File: src/rtl/div_seq.sv
// Restoring DIV/DIVU sequencer for the EX-stage HI/LO path; result_o = {remainder, quotient}.
// Latency: ready_o in cycle DATA_W+2 after accept; cycle 2 for divide-by-zero or (DIV_EARLY_OUT_EN) |dividend| < |divisor|.
// Backpressure: stallreq_o holds EX while start_i is high and no result is ready; annul_i aborts to FREE at any time.
module div_seq #(
    parameter int DATA_W = 32
) (
    input  logic                  clk,
    input  logic                  rst,
    input  logic                  signed_div_i,
    input  logic [DATA_W-1:0]     opdata1_i,
    input  logic [DATA_W-1:0]     opdata2_i,
    input  logic                  start_i,
    input  logic                  annul_i,
    output logic [2*DATA_W-1:0]   result_o,
    output logic                  ready_o,
    output logic                  stallreq_o
);

    localparam int               CNT_W    = $clog2(DATA_W) + 1;
    localparam logic [CNT_W-1:0] CNT_LAST = CNT_W'(DATA_W);

    typedef enum logic [1:0] {FREE, BYZERO, ON, END} state_t;

    state_t             state, state_nxt;
    logic [CNT_W-1:0]   cnt;
    logic [DATA_W-1:0]  dividend;   // shifts dividend out at the MSB, quotient in at the LSB
    logic [DATA_W-1:0]  divisor;
    logic [DATA_W-1:0]  rem;        // partial remainder, always < divisor between steps
    logic               sign1, sign2, signed_q;

    logic [DATA_W-1:0]  mag1, mag2;
    logic               accept, div_zero, early_out;
    logic [DATA_W:0]    shifted;
    logic               ge;
    logic [DATA_W-1:0]  rem_sub, q_fix, r_fix;

    // Operand magnitudes: only negative operands of a signed divide are negated.
    // INT_MIN negates to itself, which is its correct unsigned magnitude.
    assign mag1     = (signed_div_i && opdata1_i[DATA_W-1]) ? -opdata1_i : opdata1_i;
    assign mag2     = (signed_div_i && opdata2_i[DATA_W-1]) ? -opdata2_i : opdata2_i;
    assign accept   = (state == FREE) && start_i && !annul_i;
    assign div_zero = (opdata2_i == '0);

`ifdef DIV_EARLY_OUT_EN
    assign early_out = !div_zero && (mag1 < mag2);
`else
    assign early_out = 1'b0;
`endif

    // One restoring step: the compare is DATA_W+1 wide; the difference always fits in DATA_W.
    assign shifted = {rem, dividend[DATA_W-1]};
    assign ge      = (shifted >= {1'b0, divisor});
    assign rem_sub = shifted[DATA_W-1:0] - divisor;

    // Sign correction: quotient negative when operand signs differ, remainder follows the dividend.
    assign q_fix = (signed_q && (sign1 ^ sign2)) ? -dividend : dividend;
    assign r_fix = (signed_q && sign1) ? -rem : rem;

    assign stallreq_o = start_i & ~ready_o & rst;

    // State register.
    always_ff @(posedge clk) begin
        if (!rst) state <= FREE;
        else      state <= state_nxt;
    end

    // Next-state logic; annul_i wins over everything.
    always_comb begin
        state_nxt = state;
        case (state)
            FREE: begin
                if (start_i) begin
                    if (div_zero || early_out) state_nxt = BYZERO;
                    else                       state_nxt = ON;
                end
            end
            BYZERO:  state_nxt = END;
            ON:      if (cnt == CNT_LAST) state_nxt = END;
            END:     if (!start_i) state_nxt = FREE;
            default: state_nxt = FREE;
        endcase
        if (annul_i) state_nxt = FREE;
    end

    // Datapath: operand latch, iteration, result load and clear.
    always_ff @(posedge clk) begin
        if (!rst) begin
            cnt      <= '0;
            dividend <= '0;
            divisor  <= '0;
            rem      <= '0;
            sign1    <= 1'b0;
            sign2    <= 1'b0;
            signed_q <= 1'b0;
            result_o <= '0;
            ready_o  <= 1'b0;
        end else begin
            case (state)
                FREE: begin
                    if (accept) begin
                        cnt      <= '0;
                        dividend <= mag1;
                        divisor  <= mag2;
                        // The short path reports the raw dividend as remainder; zero otherwise.
                        rem      <= early_out ? opdata1_i : '0;
                        sign1    <= opdata1_i[DATA_W-1];
                        sign2    <= opdata2_i[DATA_W-1];
                        signed_q <= signed_div_i;
                    end
                end
                BYZERO: begin
                    result_o <= {rem, {DATA_W{1'b0}}};
                    ready_o  <= 1'b1;
                end
                ON: begin
                    if (cnt != CNT_LAST) begin
                        rem      <= ge ? rem_sub : shifted[DATA_W-1:0];
                        dividend <= {dividend[DATA_W-2:0], ge};
                        cnt      <= cnt + CNT_W'(1);
                    end else begin
                        result_o <= {r_fix, q_fix};
                        ready_o  <= 1'b1;
                    end
                end
                END: begin
                    if (!start_i) begin
                        result_o <= '0;
                        ready_o  <= 1'b0;
                    end
                end
                default: ;
            endcase
            if (annul_i) begin
                cnt      <= '0;
                result_o <= '0;
                ready_o  <= 1'b0;
            end
        end
    end

endmodule

File: config.mk
export PLATFORM = sky130hd
export DESIGN_NAME = div_seq
export DESIGN_NICKNAME = d
export VERILOG_FILES = /design/src/rtl/div_seq.sv
export SDC_FILE = /design/constraint.sdc
export NUM_CORES = 1
export LEC_CHECK = 0
export BUFFER_PORTS_ARGS = -buffer_cell sky130_fd_sc_hd__buf_2
export CAP_MARGIN = 20
export CORE_MARGIN = 3
export CORE_UTILIZATION = 50
export DETAILED_ROUTE_END_ITERATION = 6
export GPL_TIMING_DRIVEN = 0
export PLACE_DENSITY = 0.72
export REMOVE_ABC_BUFFERS = 1
export SYNTH_ARGS = -nofsm -noshare
export SYNTH_HDL_FRONTEND = slang
export SYNTH_SLANG_ARGS = --single-unit
File: constraint.sdc
create_clock -name clk -period 3 [get_ports clk]
set_input_delay 0.45 -clock clk [delete_from_list [all_inputs] [get_ports clk]]
set_output_delay 0.45 -clock clk [all_outputs]
set_load 0.03 [all_outputs]
* After elaboration in Yosys (flattened, before gate mapping) *
Cells that the tools add are included.

operators by class
  bitwise operators = 5
  add/sub/neg operators = 6
  reductions and logical operators = 16
  $lt $le $gt $ge = 1
  muxes and demuxes = 25
  equal/unequal tests = 11

operators by type and width
  cell                 count
  $mux 32              9
  $pmux 64 s3          1
  $mux 64              2
  $neg 32->32          4
  $pmux 32 s2          2
  $ge 33x32->1         1
  $logic_not 32->1     1
  $sub 32x32->32       1
  $mux 6               2
  $ne 2x2->1 const B   6
  $pmux 6 s2           1
  $reduce_and 3->1     3
  $mux 2               4
  $pmux 2 s4           1
  $add 6x1->6 const B  1
  $eq 6x6->1 const B   1
  $logic_and 1x1->1    6
  $ne 6x6->1 const B   1
  $eq 2x2->1 const B   2
  $pmux 1 s3           1
  $reduce_bool 3->1    1
  $and 1x1->1          2
  $eq 2x1->1 const B   1
  $logic_not 2->1      1
  7 further kinds      9

word-level totals
  input bits = 69
  logic and storage cells = 74
  register bits = 172
  output and inout port bits = 66

* Depth between registers and ports, before layout *
  word-level depth = 5
  gate-level depth with buffers = 13
  mapped depth without buffers = 13

* Least setup slack after synthesis *
OpenSTA, ideal clock, no wires.

  kind = register -> register
  start = reg dividend[31]
  end = reg rem[30]
  library setup time = 117 ps
  period minus slack after synthesis = 2,796 ps
  path slack = 204 ps
  path buffers = 0
  data required time = 2,883 ps
  cell stages (with the launch flop) = 14
  arrival time = 2,678 ps
  cell sequence = dfxtp_1 > inv_1 > ha_1 > inv_1 > fa_1 > a211oi_1 > o21ai_0 > a221oi_1 > o211ai_1 > a21oi_1 > o21ai_0 > a21oi_1 > mux2i_1 > nand2_1

between the ends
  longest elaborated chain between the ends = 4
  elaborated cells between the ends (all ways) = 5
  classes of those cells = add/sub: 1; order compare: 1; mux: 3

RTL lines
  element                                         line    source
  start: declaration                              26      logic [DATA_W-1:0] dividend;
  start signal: assignment                        102     dividend <= mag1;
  start signal: assignment                        118     dividend <= {dividend[DATA_W-2:0], ge};
  $sub 32x32->32 or $ge 33x32->1 (tied branches)  53, 52
  $mux 32 *                                       117     rem <= ge ? rem_sub : shifted[DATA_W-1:0];
  $mux 32 *                                       116     if (cnt != CNT_LAST) begin
  $pmux 32 s2 *                                   98      case (state)
  end signal: assignment                          105     rem <= early_out ? opdata1_i : '0;
  end signal: assignment                          117
  end: declaration                                28      logic [DATA_W-1:0] rem;

Every way passes the cells marked *; elsewhere a longest branch is shown, timed or not. The select of a mux whose other input is x is not followed.
A chain may end at the register's enable or synchronous reset.

* Final worst setup path *
Same ends and word-level chain as after synthesis.

==> results.json <==
{
  "outcome": "finished clean",
  "syn_inst": 1491,
  "ctsHoldBuffers": 0,
  "yosysWarnings": 0,
  "antenna_left": 0,
  "grt_pass1_vias": 9625,
  "hold_depth": 3,
  "via_per_inst": 5.82,
  "initial_core_util": 0.511,
  "crit_buf_inv": 2,
  "clock-sinks": 172,
  "crit_chain": "inv_1, ha_1, inv_1, fa_2, a211oi_2, o21ai_2, a221oi_2, o211ai_1, a21oi_2, o21ai_0, a21oi_1, mux2i_1, nand2_1",
  "grt_max_degree": 70,
  "crit_type": "register to register",
  "ys_ff_latch": 172,
  "ys_top_cells_by_area": "dfxtp_1 (31%), nand2_1 (7.1%), nor2_1 (4.8%), xor2_1 (4.8%), o21ai_0 (4.7%)",
  "synth_flop_cell": "dfxtp_1",
  "area_delta_synth_final_pct": 15.8,
  "grt_pass1_wl_mm": 49.4,
  "totalWireLength_mm": 30.5,
  "track_usage": 0.246,
  "fin_ws_ps": 64.7,
  "power_density_mw_per_mm2": 463,
  "whs_endpoint": "sign1",
  "multi_input_area_mm2": 0.00740,
  "reg2reg_slack_ps": 60,
  "io_pins": 135,
  "ys_seq_area_frac": 0.308,
  "numPortBuffers": 134,
  "final_layout_size_suffix_gt1_frac": 0.163,
  "cp_data_arrival_time_ps": 3260,
  "avgSynthCellArea_um2": 7.50,
  "overflow": 0,
  "crit_family": "compound AO/OA/AOI/OAI gates",
  "synth_top_cell_area_share": 0.308,
  "async_flop_share": 0,
  "cp_max_fo": 4,
  "cpPeakStageDelay_ps": 370,
  "worst_pin_slew_ps": 920,
  "coreArea_mm2": 0.0219,
  "fin_skew_ps": 17.3,
  "final.setup.tns_ps": 0,
  "clk_latency_ps": 440,
  "fmaxAchievable_mhz": 341,
  "firstDrtPassIters": 5,
  "die-area_mm2": 0.0242,
  "r2r_cells": 13,
  "post-route-util": 0.592,
  "endpoint_kind": "register",
  "hp-class": "input port to register",
  "cts_buffers": 17,
  "synth_enable_flop_cells": 0,
  "worstHoldStart": "opdata1_i[31]",
  "drc": 0,
  "drtIter0Drc": 827,
  "worstReg2RegEnd": "rem[30]",
  "min_period_over_period": 0.978,
  "dp_slack_ps": -1290,
  "fin_crit_ps": 2940,
  "drv_slew": 0,
  "antenna_found_initial": 1,
  "vdd_drop_max_v": 0.000301,
  "timing.rr.start": "dividend[31]",
  "num-nets-final": 1691,
  "globalplace.congestion": 0.970,
  "synthDistinctLibCells": 72,
  "crit_top_cell": "inv_1",
  "relSlewSlack": 0.387,
  "cts_root_buf": "clkbuf_16",
  "dp_hpwl_mm": 21.7,
  "path_clk_slew_ps": 80,
  "die_w_um": 156,
  "clockBufferDepth": 2,
  "cts_tree": "built",
  "start_kind": "register",
  "dieHeight_um": 156,
  "htreeDepth": 4,
  "crit_path_top_delay_cell": "fa_2",
  "finalHoldViolations": 0,
  "row_count": 54,
  "syn_area_mm2": 0.0112,
  "p_leak_nw": 5.60,
  "wl_per_cell_um": 16.3,
  "critPathRequiredTime_ps": 3320,
  "register_area_mm2": 0.00345,
  "fillers": 2038,
  "final_common_cell": "nand2_1",
  "dr_total_vias": 10900,
  "max_cap_violations": 0,
  "yosysTopAreaCell": "dfxtp_1",
  "finalSetupViolations": 0,
  "layout_common_cells": "nand2_1 (213), dfxtp_1 (163), nor2_1 (141)"
}
## synthesized netlist by cell type (all sizes together), types with 11 or more instances
master / count
xnor2: 56
o211a: 28
and3: 12
nor4: 20
nor3: 43
clkbuf: 80
dfxtp: 172
nor2: 145
a21boi: 32
nand4: 13
a311oi: 15
ha: 41
a32oi: 11
a22oi: 20
o211ai: 14
a21oi: 104
inv: 65
a31oi: 13
o21ai: 106
or2: 15
a211oi: 13
a21o: 23
nand2b: 14
nand3: 42
xor2: 61
and2: 15
o31ai: 15
nand2: 213
## stage by stage
step	power [mW]	instance area, um^2	cells	hold WS, ps
final	5.99	13000	1874	307
after global routing	6.28	13000	1874	308
after CTS	5.96	12800	1862	295
after detailed placement	3.76	12000	1825	440
after global placement	3.72	11900	1818	436
after floorplan	3.36	10900	1404	441
## how the worst max path moves through the flow
stage                       from           end  slack (ps)  cells after the start
global placement        state[0]  result_o[15]       -3630                      8
global route             rem[23]        rem[1]         -40                     10
finish              dividend[31]       rem[30]          60                     13
floorplan               state[0]  result_o[15]       -1740                      8
detailed placement      state[1]       rem[22]       -1290                     12
CTS                     state[0]       rem[22]          20                     12
## power breakdown
part	internal, mW	switching [mW]	leakage [nW]
combinational	0.517	0.836	3.92
sequential	2.37	0.0774	1.40
clock	1.19	1.00	0.275
## state kept, by name, indices dropped and copies added, names as in the netlist
| name | count |
|---|---|
| dividend | 32 |
| cnt | 6 |
| sign2 | 1 |
| ready_o | 1 |
| result_o | 64 |
| state | 2 |
| signed_q | 1 |
| divisor | 32 |
| rem | 32 |
| sign1 | 1 |
## cell type report
type / count / area share
antenna: 1 / 0.000193
clock buffer: 19 / 0.0342
clock inverter: 13 / 0.00995
inverter: 65 / 0.0188
multi-input combinational: 1169 / 0.571
sequential: 172 / 0.267
tap: 280 / 0.0270
timing repair buffer: 155 / 0.0717
## worst min-delay path, cell delays in order
cell and delay, ps:
buf_2 130, nand2_1 60, a21boi_0 60
## layer usage
metal	GRT usage	share of wire	routed length [um]	vias up
li1	-	-	-	5466
met1	0.361	0.48	14800	5091
met2	0.383	0.45	13600	311
met3	0.0380	0.056	1710	33
met4	0.0600	0.014	441	0
met5	0	0	0	-
## cell families (layout without fill, tap and decap cells)
kind of cell / Yosys count / after routing / share of synthesized area
xor+xnor: 117 / 117 / 0.0916
simple gates: 563 / 565 / 0.233
mux: 13 / 13 / 0.0121
other cells: 0 / 1 / 0
flops: 172 / 172 / 0.308
buf+inv: 152 / 252 / 0.0518
compound gates: 432 / 432 / 0.256
fa+ha+maj: 42 / 42 / 0.0477
## repair_timing
item,in CTS,in global routing
setup endpoints to repair,96,48
pin swaps,4,8
buffers inserted,3,10
cloned,2,0
resized for setup,24,27
No activity file was read; power rests on OpenSTA's default activity.
